--- src/rtl/packet_injector.sv ---
// Host-side ingress loader: the host pushes bytes into three lane FIFOs over an
// Avalon-MM style slave port; each lane drains into a valid/ready output stage.
module packet_injector #(
    parameter int DEPTH = 16,
    parameter int CW    = $clog2(DEPTH) + 1
) (
    input  logic       clk,
    input  logic       reset,
    input  logic       chipselect,
    input  logic       write,
    input  logic       read,
    input  logic [2:0] address,
    input  logic [7:0] writedata,
    output logic [7:0] readdata,
    output logic [7:0] out_data1,
    output logic [7:0] out_data2,
    output logic [7:0] out_data3,
    output logic       out_valid1,
    output logic       out_valid2,
    output logic       out_valid3,
    input  logic       out_ready1,
    input  logic       out_ready2,
    input  logic       out_ready3
);

    localparam int NL = 3;
    localparam int PW = $clog2(DEPTH);
    localparam logic [CW-1:0] FULL_CNT = CW'(DEPTH);

    typedef enum logic {IDLE, HOLD} lane_state_e;

    logic [7:0]    mem_q   [NL][DEPTH];
    logic [PW-1:0] wptr_q  [NL];
    logic [PW-1:0] wptr_d  [NL];
    logic [PW-1:0] rptr_q  [NL];
    logic [PW-1:0] rptr_d  [NL];
    logic [CW-1:0] cnt_q   [NL];
    logic [CW-1:0] cnt_d   [NL];
    lane_state_e   state_q [NL];
    lane_state_e   state_d [NL];
    logic [7:0]    odata_q [NL];
    logic [7:0]    odata_d [NL];
    logic [2:0]    en_q, en_d;
    logic [2:0]    ovf_q, ovf_d;
    logic [7:0]    readdata_q, readdata_d;

    logic          wr, rd, flush;
    logic [NL-1:0] ready, push, push_ok, pop, full, nonempty, lane_empty;

    assign wr    = chipselect && write;
    assign rd    = chipselect && read;
    assign flush = wr && (address == 3'd3) && writedata[7];
    assign ready = {out_ready3, out_ready2, out_ready1};

    // NOTE: every always_comb output gets a default first so no path can infer a latch.
    always_comb begin
        en_d = en_q;
        if (wr && address == 3'd3) en_d = writedata[2:0];

        ovf_d = ovf_q;
        if (wr && address == 3'd5) ovf_d = ovf_q & ~writedata[2:0];

        for (int i = 0; i < NL; i++) begin
            full[i]     = (cnt_q[i] == FULL_CNT);
            nonempty[i] = (cnt_q[i] != '0);
            push[i]     = wr && (address == 3'(i));
            push_ok[i]  = push[i] && !full[i] && !flush;
            // A full-FIFO push is dropped even if a pop frees a slot this cycle; set beats W1C.
            if (push[i] && full[i]) ovf_d[i] = 1'b1;

            pop[i]     = 1'b0;
            state_d[i] = state_q[i];
            odata_d[i] = odata_q[i];
            case (state_q[i])
                IDLE: if (en_q[i] && nonempty[i]) pop[i] = 1'b1;
                HOLD: if (ready[i]) begin
                    if (en_q[i] && nonempty[i]) pop[i] = 1'b1;
                    else                        state_d[i] = IDLE;
                end
                default: state_d[i] = IDLE;
            endcase
            if (pop[i]) begin
                odata_d[i] = mem_q[i][rptr_q[i]];
                state_d[i] = HOLD;
            end

            wptr_d[i] = wptr_q[i] + PW'(push_ok[i]);
            rptr_d[i] = rptr_q[i] + PW'(pop[i]);
            cnt_d[i]  = cnt_q[i] + CW'(push_ok[i]) - CW'(pop[i]);

            if (flush) begin
                pop[i]     = 1'b0;
                wptr_d[i]  = '0;
                rptr_d[i]  = '0;
                cnt_d[i]   = '0;
                state_d[i] = IDLE;
                odata_d[i] = '0;
            end

            lane_empty[i] = !nonempty[i] && (state_q[i] == IDLE);
        end

        readdata_d = readdata_q;
        if (rd) begin
            case (address)
                3'd0:    readdata_d = 8'(cnt_q[0]);
                3'd1:    readdata_d = 8'(cnt_q[1]);
                3'd2:    readdata_d = 8'(cnt_q[2]);
                3'd3:    readdata_d = {5'b0, en_q};
                3'd4:    readdata_d = {2'b00, ovf_q, lane_empty};
                default: readdata_d = 8'd252;
            endcase
        end
    end

    // NOTE: sequential state uses non-blocking assignments so every flop samples pre-edge values.
    always_ff @(posedge clk) begin
        if (reset) begin
            en_q       <= '0;
            ovf_q      <= '0;
            readdata_q <= '0;
            for (int i = 0; i < NL; i++) begin
                wptr_q[i]  <= '0;
                rptr_q[i]  <= '0;
                cnt_q[i]   <= '0;
                state_q[i] <= IDLE;
                odata_q[i] <= '0;
            end
        end else begin
            en_q       <= en_d;
            ovf_q      <= ovf_d;
            readdata_q <= readdata_d;
            for (int i = 0; i < NL; i++) begin
                wptr_q[i]  <= wptr_d[i];
                rptr_q[i]  <= rptr_d[i];
                cnt_q[i]   <= cnt_d[i];
                state_q[i] <= state_d[i];
                odata_q[i] <= odata_d[i];
            end
        end
    end

    // NOTE: FIFO storage is not reset; occupancy gates every read so stale entries are never seen.
    always_ff @(posedge clk) begin
        for (int i = 0; i < NL; i++) begin
            if (push_ok[i]) mem_q[i][wptr_q[i]] <= writedata;
        end
    end

    assign readdata   = readdata_q;
    assign out_data1  = odata_q[0];
    assign out_data2  = odata_q[1];
    assign out_data3  = odata_q[2];
    assign out_valid1 = (state_q[0] == HOLD);
    assign out_valid2 = (state_q[1] == HOLD);
    assign out_valid3 = (state_q[2] == HOLD);

endmodule

--- config.mk ---
export PLATFORM = sky130hd
export DESIGN_NAME = packet_injector
export DESIGN_NICKNAME = d
export VERILOG_FILES = /design/src/rtl/packet_injector.sv
export SDC_FILE = /design/constraint.sdc
export NUM_CORES = 1
export LEC_CHECK = 0
export CAP_MARGIN = 20
export CORE_MARGIN = 5
export CORE_UTILIZATION = 61
export CTS_CLUSTER_SIZE = 20
export DETAILED_ROUTE_END_ITERATION = 10
export PLACE_DENSITY = 0.84
export REMOVE_ABC_BUFFERS = 1
export SKIP_LAST_GASP = 1
export SYNTH_ARGS = -nofsm -noshare
export SYNTH_HDL_FRONTEND = slang
export SYNTH_SLANG_ARGS = --single-unit
--- constraint.sdc ---
create_clock -name clk -period 3.8 [get_ports clk]
set_input_delay 0.76 -clock clk [delete_from_list [all_inputs] [get_ports clk]]
set_output_delay 0.76 -clock clk [all_outputs]
set_load 0.05 [all_outputs]
==> metrics.txt, run 1 <==
outcome completed; Crit. End Element flip-flop; clock tree sinks 463; global placement routability congestion 0.846; cell depth of the worst flop-to-flop path 14; core area 30,500 um^2; DRT antenna net count 0; Max Used Layer met4; vias per inst 6.40; Critical R2R Launch cnt_q[0][13]; drt wl/cell 25.3 um; Post-Route M1 WL 15,600 um; hold buffers post-CTS 0; clk root buf clkbuf_16; Hold WS 0.452 ns; port bufs 53; worst vdd ir 0.393 mV; final core utilization 70.5%; Initial DRT Pass Iterations 5; sequential fraction of the synthesis area 69.7%; worst-skew pair later-pin latency 0.56 ns; EDFF count, synth 384; Worst-Margin Slew 1.04 ns; Total GRT Usage 24.0%; RSZ-0062 raised after global routing no; Syn Std Cell Area 18,800 um^2; Final WS setup 0.420 ns; Starting Density 61.6%; worst setup path class reg2reg; synth warn 0; first-pass GRT wire length 62,300 um; Post CTS Setup Buffer Count 0; CP Data Required Time 4.20 ns; critical path startpoint category flip-flop; Leakage 7.00 nW; setup total negative slack 0 ns; Yosys reg bits 463; Post-CTS Resized 0; Die Area 34,400 um^2; dpl ws 0.328 ns; area grow syn2layout 14.4%; clock skew 0.0214 ns; H-tree depth 2; die height 186 um; Hold Crit Start readdata[4]; fillers 1,740; via count 10.2k; Slew headroom 30.7%; Pwr per Cell Area 476 nW/um^2; io pins 54; DRC 0; Die X 186 um; period utilisation layout 88.9%; Tmin final 3.38 ns; post-synth top area cell edfxtp_1; count leader, synth edfxtp_1; Hold WC Path Type reg2reg; Final Hold Viols 0; final wirelength 40,100 um; Post-synth top cells 384 x edfxtp_1, 79 x dfxtp_1, 66 x nand3_1, 63 x nor2_1, 55 x mux4_1; Hold Path Depth 2; GRT overflow 0; f_max 0.296 GHz; share of layout cells above drive strength 1 19.0%; Post-Layout Cell Count 1,589; reg2reg end cnt_q[0][14]; final net count 1,206; largest net degree at the start of global routing 51; reg2reg setup slack 0.42 ns; worst path arrival time 3.78 ns; Most used DFF post-synth edfxtp_1; Synth Instances 1,039; Met2 Wirelength 20,300 um; Core Rows 64; Post-synth ARST share 0%; MaxCap Viol Count 0; clk buf depth 3; top cell type's share of synthesized area 61.3%; DP Wirelength 23,300 um; TritonCTS clock tree yes; Post-Place Cells 1,502; final number of max-transition violations 0; Sequential cell area 13,100 um^2; DR iter-0 viols 912; Reg clk slew, reported paths 0.06 ns; Synth Area per Inst 18.1 um^2; Num CTS Buffers 46; number of endpoints failing setup at the final stage 0; hold endpoint readdata[4]; met3 routed WL 3250 um; Synth area leaders edfxtp_1 61%, dfxtp_1 8.4%, mux4_1 7.7%, mux4_2 5.3%, ha_1 2.0%; CP max FO 9; footprint of the multi-input gates 5290 um^2; initial antenna violation count 1; count of different cell masters after synthesis 49; vias in the first global route 10.3k
state kept, by name, summed over array words and instances, names as in the netlist:
register and count:
wptr_q 12, state_q 3, rptr_q 12, mem_q 384, odata_q 24, readdata 7, en_q 3, cnt_q 15
ovf_q 3
power by group:
group | total (mW) | switching [mW] | internal (mW) | leakage (nW)
Sequential | 5.53 | 0.0239 | 5.51 | 4.09
Clock | 4.39 | 1.85 | 2.54 | 0.713
Combinational | 0.311 | 0.208 | 0.103 | 2.19
layout by cell type, fill, tap and decap left out, drive strengths merged, types with 4 or more instances in the layout:
master,Yosys,routed
or3b,4,4
xor2,9,9
mux4,99,99
clkbuf,19,61
a21oi,17,17
ha,30,30
inv,27,27
nor3,18,18
nand2,16,16
xnor2,10,10
nand3,71,71
and4b,5,5
clkinv,0,19
edfxtp,384,384
nor2,63,63
and2,16,16
mux2i,26,26
clkdlybuf4s50,0,49
dfxtp,79,79
mux2,24,24
o211ai,25,25
nand2b,11,11
nand3b,9,9
buf,36,73
nor2b,6,6
worst max path at each step:
stage                  from              to  slack (ns)  depth (start not counted)
3_3_place_gp     out_ready3    cnt_q[0][14]        0.45                         13
6_report       cnt_q[0][13]    cnt_q[0][14]        0.42                         14
4_1_cts        cnt_q[0][13]    cnt_q[0][14]        0.44                         14
3_5_place_dp     out_ready3    cnt_q[0][14]        0.33                         13
5_1_grt        cnt_q[0][13]    cnt_q[0][14]        0.21                         14
2_1_floorplan         write  odata_q[0][22]        0.55                          4
logic make-up after synthesis:
kind of cell	share of synthesized area (%)
compound gates	2.30
simple gates	6.79
flops	69.7
fa+ha+maj	2.32
mux	15.8
buf+inv	2.19
xor+xnor	0.885
metrics by stage:
stage               power [mW]  cell area [um^2]
floorplan                 5.78             18500
global placement          5.94             20000
detailed placement        5.95             20000
CTS                       10.3             21500
global route              10.6             21500
finish                    10.2             21500
cell type report:
type,instances,share of cell area [%]
Antenna cell,1,0.0116
Clock buffer,61,5.85
Clock inverter,25,1.01
Inverter,27,0.471
Multi-Input combinational cell,494,24.6
Sequential cell,463,61.0
Tap cell,396,2.30
Timing Repair Buffer,122,4.78
critical path: stages (launching register included):
cell	delay, ns
dfxtp_1	0.36
inv_1	0.12
ha_1	0.16
or4b_4	0.52
nand3_2	0.22
inv_1	0.13
ha_1	0.30
inv_1	0.08
ha_1	0.18
inv_1	0.06
fa_1	0.41
nand2b_1	0.16
a21oi_1	0.25
o21ai_0	0.13
nor3b_1	0.16
per-layer routing:
| metal | vias to the layer above | track usage, % |
|---|---|---|
| met5 | - | 0 |
| met4 | 0 | 6.88 |
| met3 | 92 | 4.77 |
| met2 | 469 | 40.0 |
| met1 | 5225 | 32.9 |
| li1 | 4386 | - |
(Power assumes the default switching activity.)
==> run 2: changes to the inputs <==
--- a/config.mk
+++ b/config.mk
@@ -10,6 +10,7 @@
 export CORE_UTILIZATION = 61
 export CTS_CLUSTER_SIZE = 20
 export DETAILED_ROUTE_END_ITERATION = 10
+export GPL_TIMING_DRIVEN = 0
 export PLACE_DENSITY = 0.84
 export REMOVE_ABC_BUFFERS = 1
 export SKIP_LAST_GASP = 1
==> metrics.txt, run 2 (synthesized netlist as in run 1, its figures left out) <==
share of layout cells above drive strength 1 15.6% (-3.4 points); Ant. Diodes 0 (-1); vias per inst 6.39 (-0.12%); outcome completed; first-pass GRT wire length 58,200 um (-6.7%); Tmin final 3.52 ns (+0.144 ns); Slew headroom 26.5% (-4.2 points); via count 9,770 (-4.0%); setup total negative slack 0 ns (unchanged); vias in the first global route 10.1k (-2.6%); Worst-Margin Slew 1.10 ns (+0.0627 ns); Hold WC Path Type reg2reg; area grow syn2layout 12.4%; Crit. End Element flip-flop; CP Data Required Time 3.96 ns (-0.24 ns); worst-skew pair later-pin latency 0.53 ns (-0.03 ns); cell depth of the worst flop-to-flop path 14 (unchanged); worst vdd ir 0.396 mV (+0.75%); GRT overflow 0 (unchanged); dpl ws -0.225 ns (-0.554 ns); Hold Path Depth 2 (unchanged); final wirelength 37,800 um (-5.8%); PnR Total Power 10.3 mW (+0.46%); worst path arrival time 3.68 ns (-0.10 ns); io pins 54 (unchanged); final net count 1,150 (-4.6%); Final Hold Viols 0 (unchanged); core area 30,500 um^2 (unchanged); final number of max-transition violations 0 (unchanged); die height 186 um (unchanged); DR iter-0 viols 922 (+1.1%); number of endpoints failing setup at the final stage 0 (unchanged); hold buffers post-CTS 0 (unchanged); clk buf depth 3 (unchanged); f_max 0.284 GHz (-4.1%); Leakage 6.73 nW (-3.7%); Die Area 34,400 um^2 (unchanged); commonest non-fill, non-tap cells in the layout 384 x edfxtp_1, 73 x dfxtp_1, 66 x nand3_1, 63 x nor2_1, 55 x mux4_1; Die X 186 um (unchanged); drt wl/cell 24.7 um (-2.1%); port bufs 53 (unchanged); Post-Layout Cell Count 1,528 (-3.8%); commonest non-fill, non-tap cell in the layout edfxtp_1; global placement routability congestion 0.803 (-5.1%); TritonCTS clock tree yes; worst setup path class in2reg; Num CTS Buffers 45 (-2.2%); fillers 1,791 (+2.9%); critical path startpoint category primary input; Pwr per Cell Area 486 nW/um^2 (+2.2%); Hold WS 0.457 ns (+0.00471 ns); H-tree depth 2 (unchanged); DRC 0 (unchanged); clk root buf clkbuf_16; Core Rows 64 (unchanged); Initial DRT Pass Iterations 5 (unchanged); MaxCap Viol Count 0 (unchanged); initial antenna violation count 0 (-1); RSZ-0062 raised after global routing no; Total GRT Usage 22.2% (-1.8 points); Post CTS Setup Buffer Count 0 (unchanged); Post-Place Cells 1,447 (-3.7%); Starting Density 61.6% (unchanged); clock skew 0.0174 ns (-0.00397 ns); CP max FO 22 (+13); Post-CTS Resized 0 (unchanged); Final WS setup 0.277 ns (-0.144 ns); DRT antenna net count 0 (unchanged); clock tree sinks 463 (unchanged); largest net degree at the start of global routing 51 (unchanged); DP Wirelength 22,600 um (-2.9%); max reg flops 384 (unchanged); period utilisation layout 92.7% (+3.8 points); Reg clk slew, reported paths 0.06 ns (about the same)
run 2: cell count changes in the layout (fill, tap and decap cells not counted), moves of 4 or more:
| cell | before | now |
|---|---|---|
| clkbuf_8 | 3 | 9 |
| clkinv_1 | 10 | 2 |
| buf_4 | 69 | 5 |
| buf_2 | 4 | 12 |
| clkdlybuf4s50_1 | 49 | 45 |
run 2: through the flow:
step	util [%]	area, um^2
2_1_floorplan	-	18500
5_1_grt	69.3	21100
4_1_cts	69.3	21100
3_5_place_dp	64.5	19700
3_3_place_gp	64.0	19500
6_report	69.3	21100
run 2: cell type report:
class                   count  area [um^2]  area share, %
inverters                  27          101          0.479
well taps                 396          495           2.34
multi-input cells         494         5290           25.0
repair buffers             67          663           3.14
clock buffers              68         1300           6.16
clock inverters            13          173          0.817
flip-flops and latches    463        13100           62.1
run 2: worst paths after layout:
path	from	end	slack (ns)
setup / recovery	address[0]	mem_q[0][185]	0.28
hold / removal	readdata[4]	readdata[4]	0.46
setup reg to reg	cnt_q[0][12]	cnt_q[0][14]	0.49
hold reg to reg	readdata[4]	readdata[4]	0.46
run 2: report_power, final:
part	switching, mW	leakage, nW	internal, mW
Clock	1.81	0.720	2.64
Combinational	0.203	1.92	0.0972
Sequential	0.0225	4.09	5.51
Total	2.04	6.73	8.25
run 2: critical path, cell delays in order:
cell             delay (ns)
clkdlybuf4s50_1        1.12
nand2b_1               0.23
nor3_4                 0.40
or3b_1                 0.48
nor2_1                 0.68
run 2: per-layer routing:
metal | vias to the layer above | wire length [um] | global-route usage, %
met3 | 72 | 2870 | 4.06
li1 | 4277 | - | -
met4 | 0 | 845 | 6.03
met1 | 4991 | 15100 | 31.0
met2 | 430 | 19000 | 37.0
met5 | - | 0 | 0
